[src/rtl/axil_pkg.sv]
// Shared AXI4-Lite definitions for the fabric-side bridge: response codes,
// default protection attributes and the bridge FSM state encoding.
package axil_pkg;

  localparam logic [1:0] OKAY   = 2'b00;
  localparam logic [1:0] EXOKAY = 2'b01;
  localparam logic [1:0] SLVERR = 2'b10;
  localparam logic [1:0] DECERR = 2'b11;

  localparam logic [2:0] AXI_PROT_DEFAULT = 3'b000;

  typedef enum logic [2:0] {
    IDLE,
    WR_REQ,
    WR_RESP,
    RD_REQ,
    RD_DATA,
    RSP
  } bridge_state_e;

endpackage

[src/rtl/axil_master_bridge.sv]
// AXI4-Lite initiator: turns single valid/ready commands into AW/W/B or AR/R
// transactions, one outstanding at a time, and returns one response per command.
module axil_master_bridge
  import axil_pkg::*;
#(
  parameter int unsigned DATA_WIDTH = 32,
  parameter int unsigned ADDR_WIDTH = 10
) (
  input  logic                      axi_clock,
  input  logic                      rst_n,

  input  logic                      cmd_valid,
  output logic                      cmd_ready,
  input  logic                      cmd_we,
  input  logic [ADDR_WIDTH-1:0]     cmd_addr,
  input  logic [DATA_WIDTH-1:0]     cmd_wdata,
  input  logic [DATA_WIDTH/8-1:0]   cmd_wstrb,

  output logic                      rsp_valid,
  input  logic                      rsp_ready,
  output logic                      rsp_we,
  output logic [DATA_WIDTH-1:0]     rsp_rdata,
  output logic [1:0]                rsp_resp,

  output logic [ADDR_WIDTH+1:0]     m_axil_awaddr,
  output logic [2:0]                m_axil_awprot,
  output logic                      m_axil_awvalid,
  input  logic                      m_axil_awready,
  output logic [DATA_WIDTH-1:0]     m_axil_wdata,
  output logic [DATA_WIDTH/8-1:0]   m_axil_wstrb,
  output logic                      m_axil_wvalid,
  input  logic                      m_axil_wready,
  input  logic [1:0]                m_axil_bresp,
  input  logic                      m_axil_bvalid,
  output logic                      m_axil_bready,
  output logic [ADDR_WIDTH+1:0]     m_axil_araddr,
  output logic [2:0]                m_axil_arprot,
  output logic                      m_axil_arvalid,
  input  logic                      m_axil_arready,
  input  logic [DATA_WIDTH-1:0]     m_axil_rdata,
  input  logic [1:0]                m_axil_rresp,
  input  logic                      m_axil_rvalid,
  output logic                      m_axil_rready
);

  bridge_state_e state_q, state_d;

  logic aw_done_q, aw_done_d;
  logic w_done_q,  w_done_d;

  logic cmd_ready_q, cmd_ready_d;
  logic awvalid_q,   awvalid_d;
  logic wvalid_q,    wvalid_d;
  logic bready_q,    bready_d;
  logic arvalid_q,   arvalid_d;
  logic rready_q,    rready_d;
  logic rsp_valid_q, rsp_valid_d;

  logic [ADDR_WIDTH+1:0]   axi_addr_q;
  logic [DATA_WIDTH-1:0]   wdata_q;
  logic [DATA_WIDTH/8-1:0] wstrb_q;
  logic                    rsp_we_q;
  logic [DATA_WIDTH-1:0]   rsp_rdata_q;
  logic [1:0]              rsp_resp_q;

  logic cmd_accept;
  logic aw_hs, w_hs, b_hs, ar_hs, r_hs, rsp_hs;

  // Handshakes are qualified by our own registered valid/ready, so stray
  // responder valids outside the owning state are never taken.
  assign cmd_accept = cmd_valid      && cmd_ready_q;
  assign aw_hs      = awvalid_q      && m_axil_awready;
  assign w_hs       = wvalid_q       && m_axil_wready;
  assign b_hs       = m_axil_bvalid  && bready_q;
  assign ar_hs      = arvalid_q      && m_axil_arready;
  assign r_hs       = m_axil_rvalid  && rready_q;
  assign rsp_hs     = rsp_valid_q    && rsp_ready;

  always_comb begin
    state_d   = state_q;
    aw_done_d = aw_done_q;
    w_done_d  = w_done_q;

    unique case (state_q)
      IDLE: begin
        aw_done_d = '0;
        w_done_d  = '0;
        if (cmd_accept) begin
          state_d = cmd_we ? WR_REQ : RD_REQ;
        end
      end
      WR_REQ: begin
        if (aw_hs) aw_done_d = '1;
        if (w_hs)  w_done_d  = '1;
        if (aw_done_d && w_done_d) begin
          state_d = WR_RESP;
        end
      end
      WR_RESP: begin
        if (b_hs) state_d = RSP;
      end
      RD_REQ: begin
        if (ar_hs) state_d = RD_DATA;
      end
      RD_DATA: begin
        if (r_hs) state_d = RSP;
      end
      RSP: begin
        if (rsp_hs) state_d = IDLE;
      end
      default: begin
        state_d = IDLE;
      end
    endcase

    // Outputs are decoded from the next state and registered, so each valid
    // falls on the edge right after its own handshake.
    cmd_ready_d = (state_d == IDLE);
    awvalid_d   = (state_d == WR_REQ) && !aw_done_d;
    wvalid_d    = (state_d == WR_REQ) && !w_done_d;
    bready_d    = (state_d == WR_RESP);
    arvalid_d   = (state_d == RD_REQ);
    rready_d    = (state_d == RD_DATA);
    rsp_valid_d = (state_d == RSP);
  end

  always_ff @(posedge axi_clock or negedge rst_n) begin
    if (!rst_n) begin
      state_q     <= IDLE;
      aw_done_q   <= '0;
      w_done_q    <= '0;
      cmd_ready_q <= '0;
      awvalid_q   <= '0;
      wvalid_q    <= '0;
      bready_q    <= '0;
      arvalid_q   <= '0;
      rready_q    <= '0;
      rsp_valid_q <= '0;
    end else begin
      state_q     <= state_d;
      aw_done_q   <= aw_done_d;
      w_done_q    <= w_done_d;
      cmd_ready_q <= cmd_ready_d;
      awvalid_q   <= awvalid_d;
      wvalid_q    <= wvalid_d;
      bready_q    <= bready_d;
      arvalid_q   <= arvalid_d;
      rready_q    <= rready_d;
      rsp_valid_q <= rsp_valid_d;
    end
  end

  always_ff @(posedge axi_clock or negedge rst_n) begin
    if (!rst_n) begin
      axi_addr_q  <= '0;
      wdata_q     <= '0;
      wstrb_q     <= '0;
      rsp_we_q    <= '0;
      rsp_rdata_q <= '0;
      rsp_resp_q  <= '0;
    end else begin
      if (cmd_accept) begin
        axi_addr_q  <= {cmd_addr, 2'b00};
        rsp_we_q    <= cmd_we;
        rsp_rdata_q <= '0;
        rsp_resp_q  <= '0;
        if (cmd_we) begin
          wdata_q <= cmd_wdata;
          wstrb_q <= cmd_wstrb;
        end
      end
      if (b_hs) begin
        rsp_resp_q <= m_axil_bresp;
      end
      if (r_hs) begin
        rsp_rdata_q <= m_axil_rdata;
        rsp_resp_q  <= m_axil_rresp;
      end
    end
  end

  assign cmd_ready      = cmd_ready_q;
  assign rsp_valid      = rsp_valid_q;
  assign rsp_we         = rsp_we_q;
  assign rsp_rdata      = rsp_rdata_q;
  assign rsp_resp       = rsp_resp_q;

  assign m_axil_awaddr  = axi_addr_q;
  assign m_axil_awprot  = AXI_PROT_DEFAULT;
  assign m_axil_awvalid = awvalid_q;
  assign m_axil_wdata   = wdata_q;
  assign m_axil_wstrb   = wstrb_q;
  assign m_axil_wvalid  = wvalid_q;
  assign m_axil_bready  = bready_q;
  assign m_axil_araddr  = axi_addr_q;
  assign m_axil_arprot  = AXI_PROT_DEFAULT;
  assign m_axil_arvalid = arvalid_q;
  assign m_axil_rready  = rready_q;

endmodule

[config.mk]
export PLATFORM = sky130hd
export DESIGN_NAME = axil_master_bridge
export DESIGN_NICKNAME = d
export VERILOG_FILES = /design/src/rtl/axil_pkg.sv /design/src/rtl/axil_master_bridge.sv
export SDC_FILE = /design/constraint.sdc
export NUM_CORES = 1
export LEC_CHECK = 0
export ABC_AREA = 1
export BUFFER_PORTS_ARGS = -buffer_cell sky130_fd_sc_hd__buf_2
export CORE_MARGIN = 2
export CORE_UTILIZATION = 49
export CTS_BUF_LIST = sky130_fd_sc_hd__clkbuf_4 sky130_fd_sc_hd__clkbuf_8 sky130_fd_sc_hd__clkbuf_16
export DETAILED_ROUTE_END_ITERATION = 16
export GPL_ROUTABILITY_DRIVEN = 0
export PLACE_DENSITY_LB_ADDON = 0.1
export SLEW_MARGIN = 20
export SYNTH_ARGS = -nofsm -noshare
export SYNTH_HDL_FRONTEND = slang
export SYNTH_SLANG_ARGS = --single-unit
[constraint.sdc]
create_clock -name axi_clock -period 2.3 [get_ports axi_clock]
set_input_delay 0.23 -clock axi_clock [delete_from_list [all_inputs] [get_ports axi_clock]]
set_output_delay 0.23 -clock axi_clock [all_outputs]
set_load 0.005 [all_outputs]
# [After elaboration in Yosys (flattened, before gate mapping)]
# Index checks and enable logic that the tools add are counted.
[classes] eq_ne=10 n_reduce_logical=17 mux=19
[op_table] cell="32-bit 2-to-1 mux" count=2
[op_table] cell="3-bit 2-to-1 mux" count=6
[op_table] cell="3-bit one-hot mux with 6 select lines" count=1
[op_table] cell="3-bit by 2-bit == test with 1-bit output, second input constant" count=4
[op_table] cell="3-bit == test, second input constant" count=4
[op_table] cell="1-bit logical AND" count=10
[op_table] cell="2-bit 2-to-1 mux" count=4
[op_table] cell="3-bit by 1-bit == test with 1-bit output, second input constant" count=2
[op_table] cell="3-bit logical NOT" count=2
[op_table] cell="1-bit 2-to-1 mux" count=4
[op_table] cell="1-bit one-hot mux with 2 select lines" count=2
[op_table] cell="3-bit nonzero test" count=1
[op_table] cell="1-bit logical NOT" count=2
[op_table] cell="2-bit AND reduction" count=1
[op_table] cell="2-bit nonzero test" count=1
[totals] regBits=93 output_inout_bits=108

# [Depth between registers and ports, before layout]
[depth] word_depth=8 depth_mapped=10

# [Worst setup path after synthesis]
# Ideal clock, no wire load.
[synth_timing] path_kind="flip-flop to flip-flop" start="register cmd_ready_q, in the netlist cmd_ready" end="register wdata_q[10], in the netlist m_axil_wdata[10]" period_less_slack_ns=1.296 arrival_ns=1.171 path_stages_with_launch=6 required_time_ns=2.175 setup_ns=0.125 path_slack_ns=1.004 path_cell_list="dfrtp_1 nand2_2 inv_2 nand2_4 buf_6 mux2_4"
[synth_between] elab_chain_len=2
[synth_lines] item="start, declared" line="axil_master_bridge.sv:51" text="logic cmd_ready_q, cmd_ready_d;"
[synth_lines] item="start signal, assigned" line="axil_master_bridge.sv:143" text="cmd_ready_q <= cmd_ready_d;"
[synth_lines] item="1-bit logical AND" line="axil_master_bridge.sv:71" text="assign cmd_accept = cmd_valid && cmd_ready_q;"
[synth_lines] item="2-bit AND reduction (no source line)"
[synth_lines] item="end signal, assigned" line="axil_master_bridge.sv:168" text="wdata_q <= cmd_wdata;"
[synth_lines] item="end, declared" line="axil_master_bridge.sv:60" text="logic [DATA_WIDTH-1:0] wdata_q;"
# No other way between the ends.
# A chain may end at the register's enable or synchronous reset.

# [Worst setup path after layout]
[layout_timing] start="register cmd_ready_q, in the netlist cmd_ready" end="register wdata_q[3], in the netlist m_axil_wdata[3]"
# The elaborated chain is that of the path after synthesis.

==> metrics.md <==
| Metric | Value |
|---|---|
| Pwr/cell area | `approximately 1200 nW/um^2` |
| # port buffers | `189` |
| Worst Path Arrival | `1.86 ns` |
| Status | `finished clean` |
| Area of the core | `7770 um^2` |
| Crit path max fanout | `37` |
| TritonCTS Sinks | `93` |
| Setup CP Type | `reg2reg` |
| Largest family of logic cells by synthesized area | `simple AND/OR/NAND/NOR gates` |
| Cell area after synthesis | `3930 um^2` |
| Post-Route Setup TNS | `0 ns` |
| Final antenna-violating net count | `0` |
| XOR/XNOR share of the synthesized area | `0%` |
| Avg Vias per Cell | `4.72` |
| Slew @ Worst Pin | `a little under 0.8 ns` |
| Yosys warning count | `0` |
| Reg2reg setup slack | `0.68 ns` |
| Synthesized flop and latch total | `93` |
| Global-route wire length before repair | `14.1 mm` |
| Hold Buf Count CTS | `1` |
| Vias | `3095` |
| Worst r2r src | `cmd_ready` |
| Routed wire length | `between 8 and 9 mm` |
| DRC | `0` |
| Full die area | `8760 um^2` |
| Total gr overflow | `0` |
| VDD IR-drop max | `0.447 mV` |
| Vias in the first global route | `2970` |
| Clock power frac | `17.3%` |
| Endpoint with the worst hold slack | `rsp_rdata[7]` |
| NetSw | `0.00213 W` |
| Reg2reg end | `m_axil_wdata[3]` |
| DR pass1 iterations | `4` |
| DR iter-0 viols | `slightly above 90` |
| Clk_skew | `0.00445 ns` |
| Yosys cell types | `21` |
| Pin count of the biggest net entering global routing | `64` |
| Post-synthesis mux area share | `13.1%` |
| Row cnt | `32` |
| # diodes | `0` |
| Startpoint types | `register` |
| Fin crit period | `around 1.6 ns` |
| Combinational share of power | `38.7%` |
| Synth Area in Compound Gates | `0.254%` |
| Max-slew violation count | `0` |
| Filler instances | `roughly 660` |
| Setup Buffers After CTS | `0` |
| Die Y | `93.6 um` |
| Register area share after synthesis | `between 50% and 60%` |
| Max Buffers Root-to-Sink | `2` |
| Area delta synth->final | `29.0%` |
| RSZ-0062 raised after global routing | `no` |
| Nets | `641` |
| Initial core utilization | `between 50 and 60%` |
| # IOs | `200` |
| Synth Area in Adders | `0%` |
| Sequential Power Share | `roughly 44%` |
| Mapped Avg Cell Area | `roughly 11 um^2` |
| Final Hold Violating Endpoints | `0` |
| Req. time, crit path | `2.54 ns` |
| Clock root buffer | `clkbuf_8` |
| Worst hold start | `m_axil_rdata[7]` |
| Final core occ | `about 65%` |
| Relative slew slack | `48.8%` |
| CTS buffer count | `9` |
| Switching Fraction | `34.1%` |
| Leak Pwr | `between 3 and 4 nW` |
| Int Pwr | `0.00411 W` |
| Gr usage total | `20.6%` |
| Hold Worst Slack | `between 0.07 and 0.08 ns` |
| Clock transition at path regs | `0.09 ns` |
| Synth Instances | `367` |
| Critical Path End Type | `register` |
| Final Setup Violations | `0` |
| Post-Synth Simple-Gate Area | `approximately a fifth` |
| Post-CTS sizing | `0` |
| Layout cells sized above 1 | `47.1%` |
| Worst-Skew Late Latency | `0.35 ns` |
| FF-to-FF path depth | `4` |
| Hold path depth | `3` |
| Max-cap check violation count | `0` |
| DR WL/cell | `13.7 um` |
| Initial antenna violation count | `0` |
| TritonCTS clock tree | `done` |
| Die Wd | `between 90 and 100 um` |
| HP Class | `in2reg` |
| Highest clock rate | `0.616 GHz` |
| Period utilization | `a little over two thirds` |
| H-tree levels | `3` |
| DPL Wire Length | `6.61 mm` |
-- sequential cells by signal (all words and copies together) (netlist names) --
register	count
rsp_valid	1
rsp_rdata	32
m_axil_bready	1
rsp_we	1
m_axil_rready	1
w_done_q	1
m_axil_awvalid	1
aw_done_q	1
state_q	3
m_axil_wstrb	4
m_axil_araddr	10
m_axil_wdata	32
cmd_ready	1
m_axil_wvalid	1
rsp_resp	2
m_axil_arvalid	1
-- worst max path at each step --
stage / start / endpoint / cells after the start
floorplan: cmd_ready / m_axil_wdata[10] / 5
global placement: cmd_ready / m_axil_wdata[1] / 4
detailed placement: cmd_ready / m_axil_wdata[3] / 4
CTS: cmd_ready / m_axil_wdata[3] / 4
global route: cmd_ready / m_axil_wdata[31] / 4
finish: cmd_ready / m_axil_wdata[3] / 4
-- cell usage in the layout (no fill, tap or decap), types with 2 or more instances in the layout --
master,netlist,routed
nor3_1,2,2
mux2_2,7,7
o21ai_0,2,2
nand2_1,126,126
buf_4,20,7
nand2_4,2,2
clkbuf_8,0,9
nor2_1,10,10
clkinvlp_4,0,2
nand2_2,2,2
nor2_2,3,3
clkinv_4,0,3
conb_1,1,10
inv_2,5,5
dfrtp_1,93,93
buf_2,0,188
nand4_1,2,2
mux2_4,29,29
nand3_1,40,40
inv_1,7,7
-- through the flow --
step                instances  area, um^2  setup slack (ns)  total power (W)
detailed placement        639        4860             0.675          0.00523
CTS                       656        5070             0.661          0.00632
global route              656        5070             0.548          0.00671
finish                    656        5070             0.676          0.00624
floorplan                 376        3970              1.00          0.00421
global placement          639        4860             0.704          0.00515
-- final cells by class --
class                           instances  area, um^2  area share [%]
Inverter                               12        45.0           0.888
Multi-Input combinational cell        237        1370            27.0
Clock buffer                            9         124            2.44
Sequential cell                        93        2330            45.9
Tap cell                              102         128            2.52
Timing Repair Buffer                  196        1000            19.8
Clock inverter                          7        76.3            1.50
-- power by group through the flow --
stage,registers [W],logic (W),clock network [W]
3_3_place_gp,0.00275,0.00240,0
2_1_floorplan,0.00282,0.00139,0
4_1_cts,0.00275,0.00246,0.00111
5_1_grt,0.00284,0.00270,0.00117
3_5_place_dp,0.00277,0.00246,0
6_report,0.00275,0.00241,0.00108
-- cell usage after synthesis --
| cell type | count | share of area [%] |
|---|---|---|
| clkbuf_1 | 6 | 0.57 |
| nand2_2 | 2 | 0.32 |
| nand3_2 | 1 | 0.25 |
| nor2_2 | 3 | 0.48 |
| nand3_1 | 40 | 5.1 |
| inv_2 | 5 | 0.48 |
| buf_1 | 5 | 0.48 |
| nor3_1 | 2 | 0.25 |
| conb_1 | 1 | 0.095 |
| nor2_1 | 10 | 0.95 |
| nand2_1 | 126 | 12 |
| inv_1 | 7 | 0.67 |
| mux2_4 | 29 | 11 |
| mux2_2 | 7 | 2.0 |
| o21ai_0 | 2 | 0.25 |
| nand4_1 | 2 | 0.32 |
| nor2_4 | 1 | 0.29 |
| nand2_4 | 2 | 0.57 |
| buf_6 | 3 | 0.86 |
| buf_4 | 20 | 3.8 |
| dfrtp_1 | 93 | 59 |
-- logic make-up (layout without fill, tap and decap cells) --
kind of cell,after synthesis,in the layout
and+or+nand+nor,189,189
DFF,93,93
buffers and inverters,46,224
muxes,36,36
AOI/OAI and AO/OA,2,2
other,1,10
-- worst max-delay path, cell delays in order (launching register included) --
cell and delay [ns]:
dfrtp_1 0.39, nand2_2 0.07, inv_2 0.11, nand2_4 0.50, mux2_2 0.41
-- per-layer routing --
layer	GRT usage, %	vias to the layer above	wire [um]
li1	-	1509	-
met3	5.08	13	761
met2	33.8	126	4390
met4	7.73	0	150
met5	0	-	0
met1	26.5	1447	3690
Note: power is estimated with default switching activity, not from simulation.
